File: config.mk
export PLATFORM = sky130hd
export DESIGN_NAME = id_hazard_ctrl_flat
export DESIGN_NICKNAME = d
export VERILOG_FILES = /design/src/rtl/id_hazard_if.sv /design/src/rtl/id_hazard_ctrl.sv /design/src/flat_wrapper.sv
export SDC_FILE = /design/constraint.sdc
export NUM_CORES = 1
export LEC_CHECK = 0
export ABC_AREA = 1
export BUFFER_PORTS_ARGS = -buffer_cell sky130_fd_sc_hd__buf_4
export CORE_AREA = 2 2 77 115
export DETAILED_ROUTE_END_ITERATION = 10
export DIE_AREA = 0 0 79 117
export HOLD_SLACK_MARGIN = 0.08
export PLACE_DENSITY = 0.64
export SLEW_MARGIN = 30
export SYNTH_ARGS = -nofsm -noshare
export SYNTH_HDL_FRONTEND = slang
export SYNTH_SLANG_ARGS = --single-unit
File: constraint.sdc
create_clock -name clk -period 9.6 [get_ports clk]
set_input_delay 1.92 -clock clk [delete_from_list [all_inputs] [get_ports clk]]
set_output_delay 1.92 -clock clk [all_outputs]
set_load 0.005 [all_outputs]
File: src/rtl/id_hazard_if.sv
// Hazard/forwarding bundle between the RV32I pipeline datapath and id_hazard_ctrl.
// master = pipeline side (drives stage fields), slave = controller (drives selects/stalls).
interface id_hazard_if #(
  parameter int unsigned CNT_W = 32
);
  logic [4:0]       rs1_id;
  logic [4:0]       rs2_id;
  logic             uses_rs1_id;
  logic             uses_rs2_id;
  logic             branch_id;
  logic             branch_taken_id;
  logic [4:0]       rs1_ex;
  logic [4:0]       rs2_ex;
  logic [4:0]       rd_ex;
  logic             reg_write_ex;
  logic             mem_read_ex;
  logic [4:0]       rd_mem;
  logic             reg_write_mem;
  logic             mem_read_mem;
  logic [4:0]       rd_wb;
  logic             reg_write_wb;
  logic             mem_busy;
  logic [1:0]       rs1_fwd_id;
  logic [1:0]       rs2_fwd_id;
  logic [1:0]       rs1_fwd_ex;
  logic [1:0]       rs2_fwd_ex;
  logic             stall_if_id;
  logic             bubble_id_ex;
  logic             flush_if_id;
  logic             freeze;
  logic [CNT_W-1:0] stall_cycles;

  modport master (
    output rs1_id, rs2_id, uses_rs1_id, uses_rs2_id, branch_id, branch_taken_id,
           rs1_ex, rs2_ex, rd_ex, reg_write_ex, mem_read_ex,
           rd_mem, reg_write_mem, mem_read_mem, rd_wb, reg_write_wb, mem_busy,
    input  rs1_fwd_id, rs2_fwd_id, rs1_fwd_ex, rs2_fwd_ex,
           stall_if_id, bubble_id_ex, flush_if_id, freeze, stall_cycles
  );

  modport slave (
    input  rs1_id, rs2_id, uses_rs1_id, uses_rs2_id, branch_id, branch_taken_id,
           rs1_ex, rs2_ex, rd_ex, reg_write_ex, mem_read_ex,
           rd_mem, reg_write_mem, mem_read_mem, rd_wb, reg_write_wb, mem_busy,
    output rs1_fwd_id, rs2_fwd_id, rs1_fwd_ex, rs2_fwd_ex,
           stall_if_id, bubble_id_ex, flush_if_id, freeze, stall_cycles
  );
endinterface

File: src/rtl/id_hazard_ctrl.sv
// Hazard and forwarding controller for the 5-stage RV32I pipeline: forward selects,
// multi-cycle stall sequencing, IF/ID flush and a stall-cycle performance counter.
module id_hazard_ctrl #(
  parameter int unsigned CNT_W = 32
) (
  input logic         clk,
  input logic         rst,
  id_hazard_if.slave  hz
);
  localparam logic [1:0] FWD_NONE = 2'b00;
  localparam logic [1:0] FWD_MEM  = 2'b01;
  localparam logic [1:0] FWD_WB   = 2'b10;

  typedef enum logic {RUN, HOLD} phase_e;

  logic [1:0]       cnt_q, cnt_nxt;
  logic [CNT_W-1:0] stall_cnt_q;
  phase_e           phase;
  logic [1:0]       need1, need2, need;
  logic             stall_c, bubble_c, flush_c;
  logic [1:0]       rs1_fwd_id_c, rs2_fwd_id_c, rs1_fwd_ex_c, rs2_fwd_ex_c;

  // Producer in a later stage writes register r (x0 never matches).
  function automatic logic match(input logic [4:0] rd, input logic we, input logic [4:0] r);
    return (rd == r) && (rd != 5'd0) && we;
  endfunction

  // Stall cycles demanded by one ID source operand.
  function automatic logic [1:0] src_need(
    input logic used, input logic br, input logic m_ex, input logic ld_ex,
    input logic m_mem, input logic ld_mem
  );
    logic [1:0] n;
    n = 2'd0;
    if (used) begin
      if (m_ex && ld_ex)       n = br ? 2'd2 : 2'd1;
      else if (m_ex && br)     n = 2'd1;
      else if (br && m_mem && ld_mem) n = 2'd1;
    end
    return n;
  endfunction

  function automatic logic [1:0] ex_sel(
    input logic m_mem, input logic ld_mem, input logic m_wb
  );
    if (m_mem && !ld_mem) return FWD_MEM;
    if (m_wb)             return FWD_WB;
    return FWD_NONE;
  endfunction

  always_comb begin
    need1 = src_need(hz.uses_rs1_id, hz.branch_id,
                     match(hz.rd_ex, hz.reg_write_ex, hz.rs1_id), hz.mem_read_ex,
                     match(hz.rd_mem, hz.reg_write_mem, hz.rs1_id), hz.mem_read_mem);
    need2 = src_need(hz.uses_rs2_id, hz.branch_id,
                     match(hz.rd_ex, hz.reg_write_ex, hz.rs2_id), hz.mem_read_ex,
                     match(hz.rd_mem, hz.reg_write_mem, hz.rs2_id), hz.mem_read_mem);
    need  = (need1 > need2) ? need1 : need2;
  end

  always_comb begin
    rs1_fwd_id_c = (hz.branch_id && hz.uses_rs1_id && !hz.mem_read_mem &&
                    match(hz.rd_mem, hz.reg_write_mem, hz.rs1_id)) ? FWD_MEM : FWD_NONE;
    rs2_fwd_id_c = (hz.branch_id && hz.uses_rs2_id && !hz.mem_read_mem &&
                    match(hz.rd_mem, hz.reg_write_mem, hz.rs2_id)) ? FWD_MEM : FWD_NONE;
    rs1_fwd_ex_c = ex_sel(match(hz.rd_mem, hz.reg_write_mem, hz.rs1_ex), hz.mem_read_mem,
                          match(hz.rd_wb, hz.reg_write_wb, hz.rs1_ex));
    rs2_fwd_ex_c = ex_sel(match(hz.rd_mem, hz.reg_write_mem, hz.rs2_ex), hz.mem_read_mem,
                          match(hz.rd_wb, hz.reg_write_wb, hz.rs2_ex));
  end

  assign phase = (cnt_q == 2'd0) ? RUN : HOLD;

  // Stall FSM next-state; HOLD ignores new hazards, mem_busy freezes the counter.
  always_comb begin
    stall_c  = 1'b0;
    bubble_c = 1'b0;
    cnt_nxt  = cnt_q;
    case (phase)
      RUN: begin
        if (need != 2'd0) begin
          stall_c = 1'b1;
          cnt_nxt = need - 2'd1;
        end
      end
      HOLD: begin
        stall_c = 1'b1;
        cnt_nxt = cnt_q - 2'd1;
      end
      default: cnt_nxt = 2'd0;
    endcase
    if (hz.mem_busy) cnt_nxt = cnt_q;
    bubble_c = stall_c && !hz.mem_busy;
    flush_c  = hz.branch_taken_id && !stall_c && !hz.mem_busy;
  end

  always_ff @(posedge clk or posedge rst) begin
    if (rst) cnt_q <= 2'd0;
    else     cnt_q <= cnt_nxt;
  end

  always_ff @(posedge clk or posedge rst) begin
    if (rst)                            stall_cnt_q <= '0;
    else if (stall_c && !hz.mem_busy)   stall_cnt_q <= stall_cnt_q + CNT_W'(1);
  end

  // Reset forces every output low immediately.
  assign hz.rs1_fwd_id   = rst ? FWD_NONE : rs1_fwd_id_c;
  assign hz.rs2_fwd_id   = rst ? FWD_NONE : rs2_fwd_id_c;
  assign hz.rs1_fwd_ex   = rst ? FWD_NONE : rs1_fwd_ex_c;
  assign hz.rs2_fwd_ex   = rst ? FWD_NONE : rs2_fwd_ex_c;
  assign hz.stall_if_id  = stall_c  && !rst;
  assign hz.bubble_id_ex = bubble_c && !rst;
  assign hz.flush_if_id  = flush_c  && !rst;
  assign hz.freeze       = hz.mem_busy && !rst;
  assign hz.stall_cycles = stall_cnt_q;
endmodule

File: src/flat_wrapper.sv
// flat-port wrapper written by rule: the top's interface ports become plain ports
module id_hazard_ctrl_flat 
#(
  parameter int unsigned CNT_W = 32
)
  (clk, rst, hz_rs1_id, hz_rs2_id, hz_uses_rs1_id, hz_uses_rs2_id, hz_branch_id, hz_branch_taken_id, hz_rs1_ex, hz_rs2_ex, hz_rd_ex, hz_reg_write_ex, hz_mem_read_ex, hz_rd_mem, hz_reg_write_mem, hz_mem_read_mem, hz_rd_wb, hz_reg_write_wb, hz_mem_busy, hz_rs1_fwd_id, hz_rs2_fwd_id, hz_rs1_fwd_ex, hz_rs2_fwd_ex, hz_stall_if_id, hz_bubble_id_ex, hz_flush_if_id, hz_freeze, hz_stall_cycles);
  id_hazard_if #(.CNT_W(CNT_W)) hz_i ();
  input logic clk;
  input logic rst;
  input wire logic [$bits(hz_i.rs1_id)-1:0] hz_rs1_id;
  input wire logic [$bits(hz_i.rs2_id)-1:0] hz_rs2_id;
  input wire logic [$bits(hz_i.uses_rs1_id)-1:0] hz_uses_rs1_id;
  input wire logic [$bits(hz_i.uses_rs2_id)-1:0] hz_uses_rs2_id;
  input wire logic [$bits(hz_i.branch_id)-1:0] hz_branch_id;
  input wire logic [$bits(hz_i.branch_taken_id)-1:0] hz_branch_taken_id;
  input wire logic [$bits(hz_i.rs1_ex)-1:0] hz_rs1_ex;
  input wire logic [$bits(hz_i.rs2_ex)-1:0] hz_rs2_ex;
  input wire logic [$bits(hz_i.rd_ex)-1:0] hz_rd_ex;
  input wire logic [$bits(hz_i.reg_write_ex)-1:0] hz_reg_write_ex;
  input wire logic [$bits(hz_i.mem_read_ex)-1:0] hz_mem_read_ex;
  input wire logic [$bits(hz_i.rd_mem)-1:0] hz_rd_mem;
  input wire logic [$bits(hz_i.reg_write_mem)-1:0] hz_reg_write_mem;
  input wire logic [$bits(hz_i.mem_read_mem)-1:0] hz_mem_read_mem;
  input wire logic [$bits(hz_i.rd_wb)-1:0] hz_rd_wb;
  input wire logic [$bits(hz_i.reg_write_wb)-1:0] hz_reg_write_wb;
  input wire logic [$bits(hz_i.mem_busy)-1:0] hz_mem_busy;
  output wire logic [$bits(hz_i.rs1_fwd_id)-1:0] hz_rs1_fwd_id;
  output wire logic [$bits(hz_i.rs2_fwd_id)-1:0] hz_rs2_fwd_id;
  output wire logic [$bits(hz_i.rs1_fwd_ex)-1:0] hz_rs1_fwd_ex;
  output wire logic [$bits(hz_i.rs2_fwd_ex)-1:0] hz_rs2_fwd_ex;
  output wire logic [$bits(hz_i.stall_if_id)-1:0] hz_stall_if_id;
  output wire logic [$bits(hz_i.bubble_id_ex)-1:0] hz_bubble_id_ex;
  output wire logic [$bits(hz_i.flush_if_id)-1:0] hz_flush_if_id;
  output wire logic [$bits(hz_i.freeze)-1:0] hz_freeze;
  output wire logic [$bits(hz_i.stall_cycles)-1:0] hz_stall_cycles;
  assign hz_i.rs1_id = hz_rs1_id;
  assign hz_i.rs2_id = hz_rs2_id;
  assign hz_i.uses_rs1_id = hz_uses_rs1_id;
  assign hz_i.uses_rs2_id = hz_uses_rs2_id;
  assign hz_i.branch_id = hz_branch_id;
  assign hz_i.branch_taken_id = hz_branch_taken_id;
  assign hz_i.rs1_ex = hz_rs1_ex;
  assign hz_i.rs2_ex = hz_rs2_ex;
  assign hz_i.rd_ex = hz_rd_ex;
  assign hz_i.reg_write_ex = hz_reg_write_ex;
  assign hz_i.mem_read_ex = hz_mem_read_ex;
  assign hz_i.rd_mem = hz_rd_mem;
  assign hz_i.reg_write_mem = hz_reg_write_mem;
  assign hz_i.mem_read_mem = hz_mem_read_mem;
  assign hz_i.rd_wb = hz_rd_wb;
  assign hz_i.reg_write_wb = hz_reg_write_wb;
  assign hz_i.mem_busy = hz_mem_busy;
  assign hz_rs1_fwd_id = hz_i.rs1_fwd_id;
  assign hz_rs2_fwd_id = hz_i.rs2_fwd_id;
  assign hz_rs1_fwd_ex = hz_i.rs1_fwd_ex;
  assign hz_rs2_fwd_ex = hz_i.rs2_fwd_ex;
  assign hz_stall_if_id = hz_i.stall_if_id;
  assign hz_bubble_id_ex = hz_i.bubble_id_ex;
  assign hz_flush_if_id = hz_i.flush_if_id;
  assign hz_freeze = hz_i.freeze;
  assign hz_stall_cycles = hz_i.stall_cycles;
  id_hazard_ctrl #(.CNT_W(CNT_W)) u_core (.clk(clk), .rst(rst), .hz(hz_i));
endmodule
==> metrics <==
Antenna Nets Post-Route 0; pre-CTS WS 3.187 ns; CP Capture Point hz_bubble_id_ex; final WL 8626 microns; Static Leak 0.002073 uW; Critical Path AT 4.49 ns; antenna violations before repair 0; Placed Cells 676; Seq/Total Area, Yosys 0.2797; CP Max Fanout 41; reg2reg setup slack 7.48 ns; critical path class input port to output pin; Area growth, synth to finish 29.21%; first-pass GRT wire length 14160 microns; port bufs 88; Core ar. ~8300 sq um; setup_tns 0 ns; final hold violation count 0; placed inst area 3782 sq um; number of max-cap violations 0; Num CTS Buffers 5; Design Area, Final 3930 sq um; routability congestion estimate 0.9451; fin crit share 0.6679; status finished clean; syn_area_per_cell 6.246 sq um; Max clock buf depth 2; EDFF count, synth 0; ys async rst share 1.000; Worst Skew 0.008626 ns; CP max stage cell nand2_4; Max Freq around 160 MHz; reg-to-reg endpoint u_core.hz.stall_cycles[26]; synthesized area 3042 sq um; cts repair resizes 0; DP HPWL 7049 microns; io pins 91; setup ws final 3.188 ns; worst ir drop on vdd 0.00008616 V; vias in the first global route 3274; unrepaired setup endpoints after global routing no; CTS Root Buffer Type clkbuf_16; count of pins over their slew limit 0; Starting Density 0.3660; actual slew at the worst max-slew pin around 0.76 ns; Worst setup EP type output pin; Netlist cell types 37; Post-Synthesis Cells 487; routed vias/inst 4.893; final cell count without fillers ~680; Tightest Hold Check Type register to register; via count 3347; leading cell type in the layout, fill and taps excluded nand2_1; Worst-path clk slew around 0.05 ns; Hold WS 0.5368 ns; drt pass-1 iters 5; H-Tree Level Count 2; GRT Total Usage 0.1926; drt wl/cell 12.61 microns; Yosys reg bits 34; largest net degree at the start of global routing 42; total die area 9243 sq um; PwrDens 123.3 nW/um^2; Post-synth top flop dfrtp_1; Worst Setup SP hz_rd_ex[4]; initial DRC count 146; worst r2r src u_core.hz.stall_cycles[0]; Cell Rows 41; Final setup viols 0; TritonCTS Sinks 34; share of cells above drive strength 1 0.1958; Crit path largest cell delay 0.36 ns; max_slew headroom 0.4869; Worst R2R Path Depth 8; die height between 100 and 150 microns; crit start category input port; Die X 79 microns; CTS tree yes; Ant. Diodes 0; fin crit period 6.412 ns; number of remaining DRC errors 0; Worst-Skew Late Latency 0.28 ns; Final #Nets 627; commonest cells after routing, fill and taps aside nand2_1, buf_4, inv_1, nor2_1, dfrtp_1; total grt overflow 0; Yosys Warn Count 0; worst path required time 7.68 ns; Setup Fix Bufs, Post-CTS 0; CP Cell Sequence buf_4 -> inv_1 -> nand2_1 -> nand2_1 -> nand3_1 -> nor2_1 -> nand3_1 -> or2_2 -> ha_1 -> nor2_1 -> o21a_1 -> inv_1 -> nand3_1 -> nand3_2 -> nand2_4 -> inv_6 -> nand2_1 -> inv_2 -> buf_4; # hold bufs at CTS 0
-- how the worst min path moves through the flow --
stage	from	to	cells past startpoint
final	u_core.hz.stall_cycles[31]	u_core.hz.stall_cycles[31]	2
after global routing	u_core.hz.stall_cycles[31]	u_core.hz.stall_cycles[31]	2
after CTS	u_core.hz.stall_cycles[31]	u_core.hz.stall_cycles[31]	2
after detailed placement	u_core.hz.stall_cycles[31]	u_core.hz.stall_cycles[31]	2
after global placement	u_core.hz.stall_cycles[31]	u_core.hz.stall_cycles[31]	2
after floorplan	u_core.cnt_q[0]	u_core.cnt_q[0]	2
-- report_power, final --
part | internal (uW) | switching [uW]
logic | 61.5 | 84.7
registers | 157 | 20.3
clock network | 103 | 58.5
total | 321 | 164
-- layer usage --
| metal | wire length (microns) | vias up | global-route usage | part of all wire |
|---|---|---|---|---|
| met5 | 0 | - | 0 | 0 |
| met4 | 297 | 0 | 0.1011 | 0.034 |
| met3 | 532 | 22 | 0.04294 | 0.062 |
| met2 | 4501 | 124 | 0.3650 | 0.52 |
| met1 | 3295 | 1492 | 0.1947 | 0.38 |
| li1 | - | 1709 | - | - |
-- through the flow --
stage / util / power (uW)
global placement: 0.4551 / 324.2
detailed placement: 0.4551 / 326.6
finish: 0.4729 / 484.5
CTS: 0.4729 / 488.9
floorplan: - / 273.2
global route: 0.4729 / 515.5
-- logic make-up (layout without fill, tap and decap cells) --
kind of cell	after synthesis	after routing	synth area share
AOI/OAI and AO/OA	25	25	0.05266
xor gates and xnor gates	41	41	0.1181
adders and majority gates	4	4	0.01645
buffers and inverters	67	156	0.09584
DFF	34	34	0.2797
other	1	2	0.001233
and+or+nand+nor	315	315	0.4360
-- sequential cells by signal (all words and copies together), names as in the netlist --
register	flops
u_core.cnt_q	2
u_core.hz.stall_cycles	32
-- area by class of cell --
class / instances / area (sq um)
Sequential cell: 34 / 850.8
Multi-Input combinational cell: 387 / 1903
Inverter: 59 / 226.5
Fill cell: 886 / 4380
Timing Repair Buffer: 89 / 668.1
Clock buffer: 7 / 142.6
Tap cell: 107 / 133.9
Clock inverter: 1 / 5.005
-- critical path: cells and delay by family --
family | cells | cell delay, ns
compound gates | 1 | 0.14
fa+ha+maj | 1 | 0.29
buf+inv | 6 | 0.57
simple gates | 11 | 1.53
-- cells in the mapped netlist (2+ instances only) --
| library cell | n | area [sq um] |
|---|---|---|
| nor3_1 | 10 | 50.05 |
| or2_2 | 2 | 12.51 |
| and2_1 | 2 | 12.51 |
| nor4_1 | 10 | 62.56 |
| a21oi_1 | 4 | 20.02 |
| nand4_1 | 12 | 75.07 |
| clkinv_1 | 4 | 15.01 |
| ha_1 | 4 | 50.05 |
| nor2_2 | 4 | 25.02 |
| o21ai_1 | 6 | 30.03 |
| o211ai_1 | 3 | 22.52 |
| buf_6 | 2 | 22.52 |
| xor2_1 | 17 | 148.9 |
| xnor2_1 | 24 | 210.2 |
| dfrtp_1 | 34 | 850.8 |
| nand3_1 | 26 | 130.1 |
| nand2_1 | 198 | 743.2 |
| inv_1 | 48 | 180.2 |
| o21ai_0 | 3 | 15.01 |
| nor2_1 | 47 | 176.4 |
| nand3_2 | 2 | 20.02 |
| buf_4 | 5 | 37.54 |
| inv_2 | 6 | 22.52 |
No activity file was read; power rests on OpenSTA's default activity.
